==> src/rtl/block_avg_round_div_if.sv <==
// Stream interface for the block-average decimator: input beats, run-time
// controls, rounded output beats and the partial-block beat count.
interface block_avg_round_div_if #(
  parameter int unsigned DATA_WIDTH = 8,
  parameter int unsigned DIV_LOG2   = 2
);
  logic [DATA_WIDTH-1:0] din;
  logic                  din_valid;
  logic                  din_ready;
  logic [1:0]            mode;
  logic                  clear;
  logic [DATA_WIDTH-1:0] dout;
  logic                  dout_valid;
  logic                  dout_ready;
  logic [DIV_LOG2-1:0]   beat_cnt;

  // Source/sink side: drives samples and controls, consumes results.
  modport master (
    output din, din_valid, mode, clear, dout_ready,
    input  din_ready, dout, dout_valid, beat_cnt
  );

  // Decimator side.
  modport slave (
    input  din, din_valid, mode, clear, dout_ready,
    output din_ready, dout, dout_valid, beat_cnt
  );
endinterface

==> src/rtl/block_avg_round_div.sv <==
// Streaming block-average decimator: sums 2**DIV_LOG2 accepted beats and
// emits their mean, rounded by a run-time selectable mode, one cycle after
// the final beat of each block.
module block_avg_round_div #(
  parameter int unsigned DATA_WIDTH = 8,
  parameter int unsigned DIV_LOG2   = 2
) (
  input  logic                  clk,
  input  logic                  reset,
  block_avg_round_div_if.slave  bus
);

  localparam int unsigned AccWidth = DATA_WIDTH + DIV_LOG2;
  localparam int unsigned HalfInt  = 1 << (DIV_LOG2 - 1);
  localparam logic [DIV_LOG2-1:0] Half = DIV_LOG2'(HalfInt);

  localparam logic [1:0] ModeTrunc    = 2'd0;
  localparam logic [1:0] ModeHalfEven = 2'd2;

  logic [AccWidth-1:0]   acc_q, acc_d;
  logic [DIV_LOG2-1:0]   beat_cnt_q, beat_cnt_d;
  logic [DATA_WIDTH-1:0] dout_q, dout_d;
  logic                  dout_valid_q, dout_valid_d;

  logic                  din_ready;
  logic                  accept;
  logic                  drain;
  logic                  final_beat;

  logic [AccWidth-1:0]   sum;
  logic [DATA_WIDTH-1:0] quot;
  logic [DIV_LOG2-1:0]   rem;
  logic                  round_up;
  logic [DATA_WIDTH:0]   rounded;
  logic [DATA_WIDTH-1:0] result;

  // Handshakes: a held result only blocks input while downstream stalls.
  always_comb begin
    din_ready  = ~dout_valid_q | bus.dout_ready;
    accept     = bus.din_valid & din_ready;
    drain      = dout_valid_q & bus.dout_ready;
    final_beat = &beat_cnt_q;
  end

  // Full-width block sum and its rounded mean for the current mode.
  always_comb begin
    sum      = acc_q + AccWidth'(bus.din);
    quot     = sum[AccWidth-1:DIV_LOG2];
    rem      = sum[DIV_LOG2-1:0];
    round_up = 1'b0;
    case (bus.mode)
      ModeTrunc:    round_up = 1'b0;
      ModeHalfEven: round_up = (rem > Half) | ((rem == Half) & quot[0]);
      default:      round_up = (rem >= Half);  // modes 1 and 3 are both half-up
    endcase
    rounded = {1'b0, quot} + (DATA_WIDTH + 1)'(round_up);
    // Overflow cannot occur for legal means; saturate defensively anyway.
    result  = rounded[DATA_WIDTH] ? '1 : rounded[DATA_WIDTH-1:0];
  end

  // Next state: clear beats any accept; a final-beat load overrides a drain.
  always_comb begin
    acc_d        = acc_q;
    beat_cnt_d   = beat_cnt_q;
    dout_d       = dout_q;
    dout_valid_d = dout_valid_q;
    if (drain) begin
      dout_valid_d = 1'b0;
    end
    if (bus.clear) begin
      acc_d      = '0;
      beat_cnt_d = '0;
    end else if (accept) begin
      if (final_beat) begin
        acc_d        = '0;
        beat_cnt_d   = '0;
        dout_d       = result;
        dout_valid_d = 1'b1;
      end else begin
        acc_d      = sum;
        beat_cnt_d = beat_cnt_q + 1'b1;
      end
    end
  end

  // State registers with asynchronous active-high reset.
  always_ff @(posedge clk or posedge reset) begin
    if (reset) begin
      acc_q        <= '0;
      beat_cnt_q   <= '0;
      dout_q       <= '0;
      dout_valid_q <= 1'b0;
    end else begin
      acc_q        <= acc_d;
      beat_cnt_q   <= beat_cnt_d;
      dout_q       <= dout_d;
      dout_valid_q <= dout_valid_d;
    end
  end

  // Drive interface outputs.
  always_comb begin
    bus.din_ready  = din_ready;
    bus.dout       = dout_q;
    bus.dout_valid = dout_valid_q;
    bus.beat_cnt   = beat_cnt_q;
  end

endmodule
==> src/flat_wrapper.sv <==
// flat-port wrapper written by rule: the top's interface ports become plain ports
module block_avg_round_div_flat 
#(
  parameter int unsigned DATA_WIDTH = 8,
  parameter int unsigned DIV_LOG2   = 2
)
  (clk, reset, bus_din, bus_din_valid, bus_mode, bus_clear, bus_dout_ready, bus_din_ready, bus_dout, bus_dout_valid, bus_beat_cnt);
  block_avg_round_div_if #(.DATA_WIDTH(DATA_WIDTH), .DIV_LOG2(DIV_LOG2)) bus_i ();
  input  logic clk;
  input  logic reset;
  input wire logic [$bits(bus_i.din)-1:0] bus_din;
  input wire logic [$bits(bus_i.din_valid)-1:0] bus_din_valid;
  input wire logic [$bits(bus_i.mode)-1:0] bus_mode;
  input wire logic [$bits(bus_i.clear)-1:0] bus_clear;
  input wire logic [$bits(bus_i.dout_ready)-1:0] bus_dout_ready;
  output wire logic [$bits(bus_i.din_ready)-1:0] bus_din_ready;
  output wire logic [$bits(bus_i.dout)-1:0] bus_dout;
  output wire logic [$bits(bus_i.dout_valid)-1:0] bus_dout_valid;
  output wire logic [$bits(bus_i.beat_cnt)-1:0] bus_beat_cnt;
  assign bus_i.din = bus_din;
  assign bus_i.din_valid = bus_din_valid;
  assign bus_i.mode = bus_mode;
  assign bus_i.clear = bus_clear;
  assign bus_i.dout_ready = bus_dout_ready;
  assign bus_din_ready = bus_i.din_ready;
  assign bus_dout = bus_i.dout;
  assign bus_dout_valid = bus_i.dout_valid;
  assign bus_beat_cnt = bus_i.beat_cnt;
  block_avg_round_div #(.DATA_WIDTH(DATA_WIDTH), .DIV_LOG2(DIV_LOG2)) u_core (.clk(clk), .reset(reset), .bus(bus_i));
endmodule
==> config.mk <==
export PLATFORM = sky130hd
export DESIGN_NAME = block_avg_round_div_flat
export DESIGN_NICKNAME = d
export VERILOG_FILES = /design/src/rtl/block_avg_round_div_if.sv /design/src/rtl/block_avg_round_div.sv /design/src/flat_wrapper.sv
export SDC_FILE = /design/constraint.sdc
export NUM_CORES = 1
export LEC_CHECK = 0
export BUFFER_PORTS_ARGS = -buffer_cell sky130_fd_sc_hd__clkbuf_2
export CAP_MARGIN = 5
export CORE_MARGIN = 2
export CORE_UTILIZATION = 39
export DETAILED_ROUTE_END_ITERATION = 8
export PLACE_DENSITY = 0.58
export SKIP_CTS_REPAIR_TIMING = 1
export SYNTH_ARGS = -nofsm -noshare
export SYNTH_HDL_FRONTEND = slang
export SYNTH_SLANG_ARGS = --single-unit
==> constraint.sdc <==
create_clock -name clk -period 5.3 [get_ports clk]
set_clock_uncertainty 0.15 [all_clocks]
set_input_delay 0.795 -clock clk [delete_from_list [all_inputs] [get_ports clk]]
set_output_delay 0.795 -clock clk [all_outputs]
set_load 0.03 [all_outputs]
==> results of run 1 <==
power groups by stage:
stage               sequential, mW  combinational [mW]  clock (mW)
global placement             0.202               0.216           0
CTS                          0.200               0.220      0.0861
detailed placement           0.203               0.219           0
finish                       0.199               0.217      0.0800
floorplan                    0.230               0.139           0
global route                 0.203               0.244      0.0910
layout by cell type, fill, tap and decap left out, types with 3 or more instances in the layout:
cell,count
a31oi_1,3
nand2_1,15
inv_1,5
o21ai_0,10
a22o_1,5
ha_1,11
xnor2_2,3
dfrtp_1,21
nor3_1,3
xnor2_1,3
nand3_1,3
clkbuf_4,3
clkbuf_2,26
nor2_1,10
a21oi_1,11
o21ai_1,5
logic make-up (layout without fill, tap and decap cells):
kind of cell | count (synthesis) | in the layout | synth area share (%)
DFF | 21 | 21 | 37.3
xor gates and xnor gates | 9 | 9 | 7.73
buffers and inverters | 7 | 35 | 1.87
AOI/OAI and AO/OA | 47 | 47 | 23.8
and+or+nand+nor | 49 | 49 | 18.0
adders and majority gates | 12 | 12 | 11.2
metrics by stage:
step / worst slack [ns] / cell area [um2] / instances / utilization [%]
final: 2.24 / 1620 / 219 / 47.7
after global routing: 1.87 / 1620 / 219 / 47.7
after CTS: 2.23 / 1620 / 219 / 47.7
after detailed placement: 1.88 / 1590 / 215 / 46.8
after global placement: 1.97 / 1590 / 215 / 46.8
after floorplan: 2.21 / 1410 / 145 / -
critical path, stage by stage:
cell and delay, ns:
clkbuf_2 0.08, ha_1 0.15, inv_1 0.05, fa_1 0.39, xnor2_1 0.33, o21ai_0 0.13, a21oi_1 0.22, ha_1 0.24
nand4_2 0.12, or2_4 0.28, o41ai_1 0.26, o21ai_1 0.09
flip-flops by register name (all words and copies together) (netlist names):
| signal | flops |
|---|---|
| u_core.bus.dout | 8 |
| u_core.bus.dout_valid | 1 |
| u_core.bus.beat_cnt | 2 |
| u_core.acc_q | 10 |
how the worst max path moves through the flow:
stage	to	slack, ns	cells past startpoint
after detailed placement	u_core.bus.dout[6]	1.88	12
after floorplan	u_core.bus.dout[6]	2.21	11
final	u_core.bus.dout[6]	2.24	12
after CTS	u_core.bus.dout[6]	2.23	12
after global placement	u_core.bus.dout[6]	1.97	12
after global routing	u_core.bus.dout[7]	1.87	12
Yosys cell counts, types with 5 or more instances:
library cell   n
dfrtp_1       21
nand2_1       15
a21oi_1       11
ha_1          11
nor2_1        10
o21ai_0       10
a22o_1         5
inv_1          5
o21ai_1        5
final cells by class:
class,count,share of cell area [%]
Tap cell,46,3.56
Clock inverter,1,0.310
Timing Repair Buffer,26,8.06
Inverter,5,1.16
Multi-Input combinational cell,117,53.0
Sequential cell,21,32.5
Clock buffer,3,1.39
per-layer routing:
layer  vias up  GRT usage, %
li1        593             -
met1       539          21.5
met2        17          29.6
met3         3          4.23
met4         0          2.45
met5         -             0
==> impl_metrics.toml, run 1 <==
[placed_design]
post-dp-hpwl_mm = 2.36
gp_congestion = 0.750
io_buffers = 26

[pwr]
seq_power_share_pct = 40.1
switching_share_pct = 41.0
internal_power_uw = 293
cellPowerDensity_nw_per_um2 = 308
comb_power_share_pct = 43.8
p_sw_uw = 204
peakVddDrop_v = 0.000147
finalPower_uw = 497
cellLeakagePower_nw = 0.778
p_clk_share_pct = 16.1

[route]
first_iter_violations = 54
top_layer = "met4"
met1_length_mm = 1.35
first_pass_iters = 4
wl_met3_um = 109
drc = 0
avgRoutedWirePerCell_um = 13.4
antenna_left = 0
wl_mm = 2.93
vias = 1152
met2_length_mm = 1.46
vias_per_cell = 5.26

[final_layout]
drive_gt1_share_pct = 25.4
fill_cells = 336
area_growth_pct = 14.8
seq_area_um2 = 526
multiInputGateArea_um2 = 856
nets = 201
n_antenna_cell = 0

[clock_tree]
cts_tree = "done"
cts_max_level = 1
clock_path_buffers = 2
cts_buffers = 3
cts.sinks = 21
path_clk_slew_ns = 0.13
clkLatencyLatePin_ns = 0.32
ctsRootBufferMaster = "clkbuf_4"

[floorplan]
core_area_um2 = 3390
die_x_um = 64.1
num_rows = 21
dieHeight_um = 64.1
io_pins = 27
die-area_um2 = 4110
initial_core_util_pct = 41.5

[setup_path]
critPathLaunch = "bus_din[0]"
endpoint_kind = "register"
worstReg2RegStart = "u_core.acc_q[0]"
worst-setup-path-type = "primary input to register"
regToRegEndpoint = "u_core.bus.dout[6]"
reg2reg_slack_ns = 2.43
reg2reg_depth = 11
cp-start-kind = "primary input"
required_ns = 5.36
arrival_ns = 3.12
cp_max_fo = 4

[logic_synthesis]
synth_area_um2 = 1410
syn_nets = 172
synthTopCellsByArea = "dfrtp_1 (37%), ha_1 (9.8%), nand2_1 (4.0%)"
synth-warning-count = 0
synthFlopType = "dfrtp_1"
synth_top_area_share_pct = 37.3
avgSynthCellArea_um2 = 9.71
synth_seq_cells = 21
yosysSeqAreaShare_pct = 37.3
async_flop_share_pct = 100
synth_edf_count = 0
synth_top_cell_by_area = "dfrtp_1"
syn_inst = 145
ys_types = 44

[global_route]
grt_pass1_wl_mm = 5.58
grtUsageTotal_pct = 16.9
grt_pass1_vias = 1252
grt_max_degree = 22
grt_antenna_before_repair = 0
gr-total-overflow = 0

[job]
maxCapViolCount = 0

[min_path]
worstHoldStart = "u_core.bus.dout[7]"
hold_depth = 2
hp-class = "register to register"
hold_end = "u_core.bus.dout[7]"

[timing]
hold_slack_ns = 0.356
slew_viol_final = 0
worst_pin_slew_ns = 0.814
tns_ns = 0
min_period_over_period_pct = 57.8
min_period_ns = 3.06
slew_headroom_pct = 45.7
fmax_mhz = 326
hold_viol = 0
setup_viol = 0
rsz0062_at_grt = "no"

[status]
status = "finished, final reports clean"
No activity file was read; power rests on OpenSTA's default activity.
==> inputs of run 2 (changes only) <==
==> constraint.sdc (replaced) <==
create_clock -name clk -period 3 [get_ports clk]
set_clock_uncertainty 0.15 [all_clocks]
set_input_delay 0.45 -clock clk [delete_from_list [all_inputs] [get_ports clk]]
set_output_delay 0.45 -clock clk [all_outputs]
set_load 0.03 [all_outputs]
==> run 2 against run 1 <==
  * Largest cell class unchanged
  * Non-clock buffer count rose by 6
  * Critical endpoint is now u_core.bus.dout[7]
  * Sequential share of layout area decreased by 1.0 points
  * Worst hold slack got worse by 0.25 ns
==> impl_metrics.toml, run 2 (synthesis results as in run 1) <==
[floorplan]
die_x_um = 64.1
die-area_um2 = 4110
dieHeight_um = 64.1
core_area_um2 = 3390
io_pins = 27
num_rows = 21
initial_core_util_pct = 41.5

[clock_tree]
cts_tree = "done"
cts.sinks = 21
cts_buffers = 3
cts_max_level = 1
clock_path_buffers = 2
clkLatencyLatePin_ns = 0.32
path_clk_slew_ns = 0.13
ctsRootBufferMaster = "clkbuf_4"

[final_layout]
area_growth_pct = 18.4
final_util_pct = 49.2
n_antenna_cell = 0
fill_cells = 335
final_common_cell = "clkbuf_2"
drive_gt1_share_pct = 29.1
nets = 207
layout_common_cells = "clkbuf_2 (26), dfrtp_1 (21), nand2_1 (15)"
largest_register = "u_core.acc_q"
largest_reg_flops = 10
final_cells = 225

[timing]
tns_ns = 0
worst_pin_slew_ns = 0.837
fmax_mhz = 365
hold_viol = 0
min_period_ns = 2.74
rsz0062_at_grt = "no"
min_period_over_period_pct = 91.4
slew_viol_final = 0
slew_headroom_pct = 44.2
setup_viol = 0

[global_route]
grt_max_degree = 22
top_usage_layer = "met2"
met2_usage_pct = 30.3
gr-total-overflow = 0
grt_antenna_before_repair = 0
grtUsageTotal_pct = 17.2
met3_usage_pct = 2.29
grt_pass1_wl_mm = 5.48
met1_usage_pct = 21.2
grt_pass1_vias = 1240

[route]
drc = 0
vias = 1195
wl_mm = 3.12
first_pass_iters = 4
antenna_left = 0
vias_per_cell = 5.31
avgRoutedWirePerCell_um = 13.9
first_iter_violations = 28

[pwr]
peakVddDrop_v = 0.000222
internal_power_uw = 542
cellPowerDensity_nw_per_um2 = 549
p_clk_share_pct = 16.3
p_sw_uw = 373
cellLeakagePower_nw = 0.806
comb_power_share_pct = 45.2
seq_power_share_pct = 38.5
switching_share_pct = 40.8

[setup_path]
endpoint_kind = "register"
cp_max_fo = 3
cpMaxStageDelayCell = "fa_1"
required_ns = 3.06
worst-setup-path-type = "register to register"
crit_chain = "ha_1 > inv_1 > fa_1 > xnor2_1 > o21ai_0 > a21oi_2 > ha_1 > nand4_1 > nor4_1 > and3_1 > o31ai_2"
cp-start-kind = "register"
arrival_ns = 2.80
critical_path.max_stage_delay_ns = 0.40
cpMostUsedCell = "ha_1"

[status]
status = "finished, final reports clean"

[min_path]
hp-class = "primary input to async pin"

[placed_design]
post-dp-hpwl_mm = 2.40
dp.cells = 221
io_buffers = 26
gp_congestion = 0.742

[job]
maxCapViolCount = 0
run 2: per-layer routing:
metal / part of all wire (%) / routed length, um / vias up
met4: 1.6 / 49 / 0
met5: 0 / 0 / -
met1: 47 / 1460 / 563
met2: 48 / 1510 / 20
li1: - / - / 607
met3: 3.2 / 99 / 5
run 2: critical path, delay by kind of cell (launching register included):
kind	cells	cell delay [ns]
fa+ha+maj	3	0.81
xor+xnor	1	0.21
flops	1	0.38
compound gates	3	0.35
simple gates	3	0.68
buf+inv	1	0.06
run 2: path summary, 6_finish.rpt:
check	startpoint	to	slack (ns)	cells past startpoint
worst max-delay path	u_core.acc_q[0]	u_core.bus.dout[7]	0.26	11
worst min-delay path	reset	u_core.bus.beat_cnt[1]	0.11	2
worst max register to register	u_core.acc_q[0]	u_core.bus.dout[7]	0.26	11
worst min register to register	u_core.bus.dout[7]	u_core.bus.dout[7]	0.35	2
max in group asynchronous	reset	u_core.acc_q[5]	2.08	2
min in group clk	bus_clear	u_core.bus.beat_cnt[1]	0.18	2
run 2: cell type report:
| class | count | area [um2] | area share [%] |
|---|---|---|---|
| Inverter | 5 | 18.8 | 1.13 |
| Tap cell | 46 | 57.6 | 3.45 |
| Clock buffer | 3 | 22.5 | 1.35 |
| Clock inverter | 1 | 5.00 | 0.300 |
| Sequential cell | 21 | 526 | 31.5 |
| Timing Repair Buffer | 32 | 175 | 10.5 |
| Multi-Input combinational cell | 117 | 862 | 51.7 |
run 2: per-stage QoR:
step,instance area (um2),total power [mW],worst slack [ns],hold slack (ns)
after floorplan,1410,0.651,0.257,0.277
after CTS,1660,0.921,0.185,0.141
final,1670,0.915,0.259,0.106
after global placement,1630,0.765,0.0507,0.319
after global routing,1670,0.986,0.00289,0.165
after detailed placement,1630,0.773,0.0283,0.328
run 2: power groups by stage:
stage               Sequential (mW)  Combinational, mW  Clock, mW
CTS                           0.352              0.417      0.152
finish                        0.352              0.414      0.149
floorplan                     0.406              0.245          0
detailed placement            0.358              0.415          0
global route                  0.359              0.457      0.169
global placement              0.356              0.409          0
==> inputs of run 3 (changes only) <==
--- a/config.mk
+++ b/config.mk
@@ -10,6 +10,7 @@
 export CORE_MARGIN = 2
 export CORE_UTILIZATION = 39
 export DETAILED_ROUTE_END_ITERATION = 8
+export MAX_ROUTING_LAYER = met4
 export PLACE_DENSITY = 0.58
 export SKIP_CTS_REPAIR_TIMING = 1
 export SYNTH_ARGS = -nofsm -noshare
==> run 3 against run 2 <==
  * Register-to-register slack hardly changed
  * First-iteration DRC count is 86% higher
  * Non-clock buffer count stayed put
  * Critical path type unchanged
  * Largest cell class unchanged
  * Largest power group unchanged
  * Highest routed layer unchanged
==> impl_metrics.toml, run 3 (synthesis results as in run 1) <==
[global_route]
grt_max_degree = 22
grtUsageTotal_pct = 17.7
grt_pass1_wl_mm = 5.48
grt_pass1_vias = 1240
gr-total-overflow = 0
grt_antenna_before_repair = 0

[setup_path]
endpoint_kind = "register"
arrival_ns = 2.80
cp-start-kind = "register"
critPathLaunch = "u_core.acc_q[0]"
reg2reg_slack_ns = 0.26
cp_max_fo = 3
critical_path.max_stage_delay_ns = 0.40
worst-setup-path-type = "register to register"
cpMaxStageDelayCell = "fa_1"
worstReg2RegStart = "u_core.acc_q[0]"
required_ns = 3.06
crit_chain = "ha_1 > inv_1 > fa_1 > xnor2_1 > o21ai_0 > a21oi_2 > ha_1 > nand4_1 > nor4_1 > and3_1 > o31ai_2"
cpMostUsedCell = "ha_1"

[placed_design]
io_buffers = 26
postPlaceCellArea_um2 = 1630
post-dp-hpwl_mm = 2.40
gp_congestion = 0.751

[floorplan]
die_x_um = 64.1
core_area_um2 = 3390
num_rows = 21
dieHeight_um = 64.1
io_pins = 27
initial_core_util_pct = 41.5
die-area_um2 = 4110

[min_path]
hp-class = "primary input to async pin"

[timing]
fmax_mhz = 365
setup_viol = 0
rsz0062_at_grt = "no"
tns_ns = 0
min_period_over_period_pct = 91.4
slew_headroom_pct = 44.2
hold_viol = 0
slew_viol_final = 0
min_period_ns = 2.74
worst_pin_slew_ns = 0.837

[final_layout]
largest_reg_flops = 10
final_util_pct = 49.2
final_common_cell = "clkbuf_2"
fill_cells = 335
layout_common_cells = "clkbuf_2 (26), dfrtp_1 (21), nand2_1 (15)"
n_antenna_cell = 0
area_growth_pct = 18.4
largest_register = "u_core.acc_q"
fin_area_um2 = 1670
nets = 207
drive_gt1_share_pct = 29.1

[clock_tree]
ctsRootBufferMaster = "clkbuf_4"
path_clk_slew_ns = 0.13
cts_buffers = 3
clkLatencyLatePin_ns = 0.32
clock_path_buffers = 2
cts.sinks = 21
cts_tree = "done"
cts_max_level = 1

[status]
status = "finished, final reports clean"

[pwr]
finalPower_uw = 915
peakVddDrop_v = 0.000222
cellLeakagePower_nw = 0.806
cellPowerDensity_nw_per_um2 = 549

[route]
wl_mm = 3.10
avgRoutedWirePerCell_um = 13.8
first_pass_iters = 4
antenna_left = 0
vias = 1197
first_iter_violations = 52
drc = 0
vias_per_cell = 5.32

[job]
maxCapViolCount = 0
run 3: worst max-delay path, delay by kind of cell (launching register included):
kind,cells,cell delay (ns)
flops,1,0.38
simple gates,3,0.68
compound gates,3,0.35
xor+xnor,1,0.21
buf+inv,1,0.06
fa+ha+maj,3,0.81
run 3: final timing paths:
path / endpoint / depth (start not counted)
min reg2reg: u_core.bus.dout[7] / 2
min in group clk: u_core.bus.beat_cnt[1] / 2
max in group asynchronous: u_core.acc_q[5] / 2
min: u_core.bus.beat_cnt[1] / 2
max reg2reg: u_core.bus.dout[7] / 11
max: u_core.bus.dout[7] / 11
run 3: cell type report:
class | count | area (um2) | share of cell area [%]
Tap cell | 46 | 57.6 | 3.45
Clock inverter | 1 | 5.00 | 0.300
Inverter | 5 | 18.8 | 1.13
Sequential cell | 21 | 526 | 31.5
Clock buffer | 3 | 22.5 | 1.35
Multi-Input combinational cell | 117 | 862 | 51.7
Timing Repair Buffer | 32 | 175 | 10.5
run 3: routing by layer:
metal	up-vias	GRT usage, %	routed length, um
li1	607	-	-
met1	565	21.2	1440
met2	20	30.3	1510
met3	5	2.29	99
met4	0	6.52	49
met5	-	-	0
run 3: report_power, final:
group          leakage [nW]  switching [mW]  total, mW  internal [mW]
sequential            0.281          0.0276      0.352          0.325
combinational         0.507           0.246      0.414          0.167
clock                0.0177          0.0989      0.149         0.0500
total                 0.806           0.373      0.915          0.542
run 3: metrics by stage:
step                      instances  hold WS [ns]  setup WS, ns
final                           225         0.106         0.258
after global placement          221         0.319        0.0507
after floorplan                 145         0.277         0.257
after detailed placement        221         0.328        0.0283
after global routing            225         0.165       0.00289
after CTS                       225         0.141         0.185
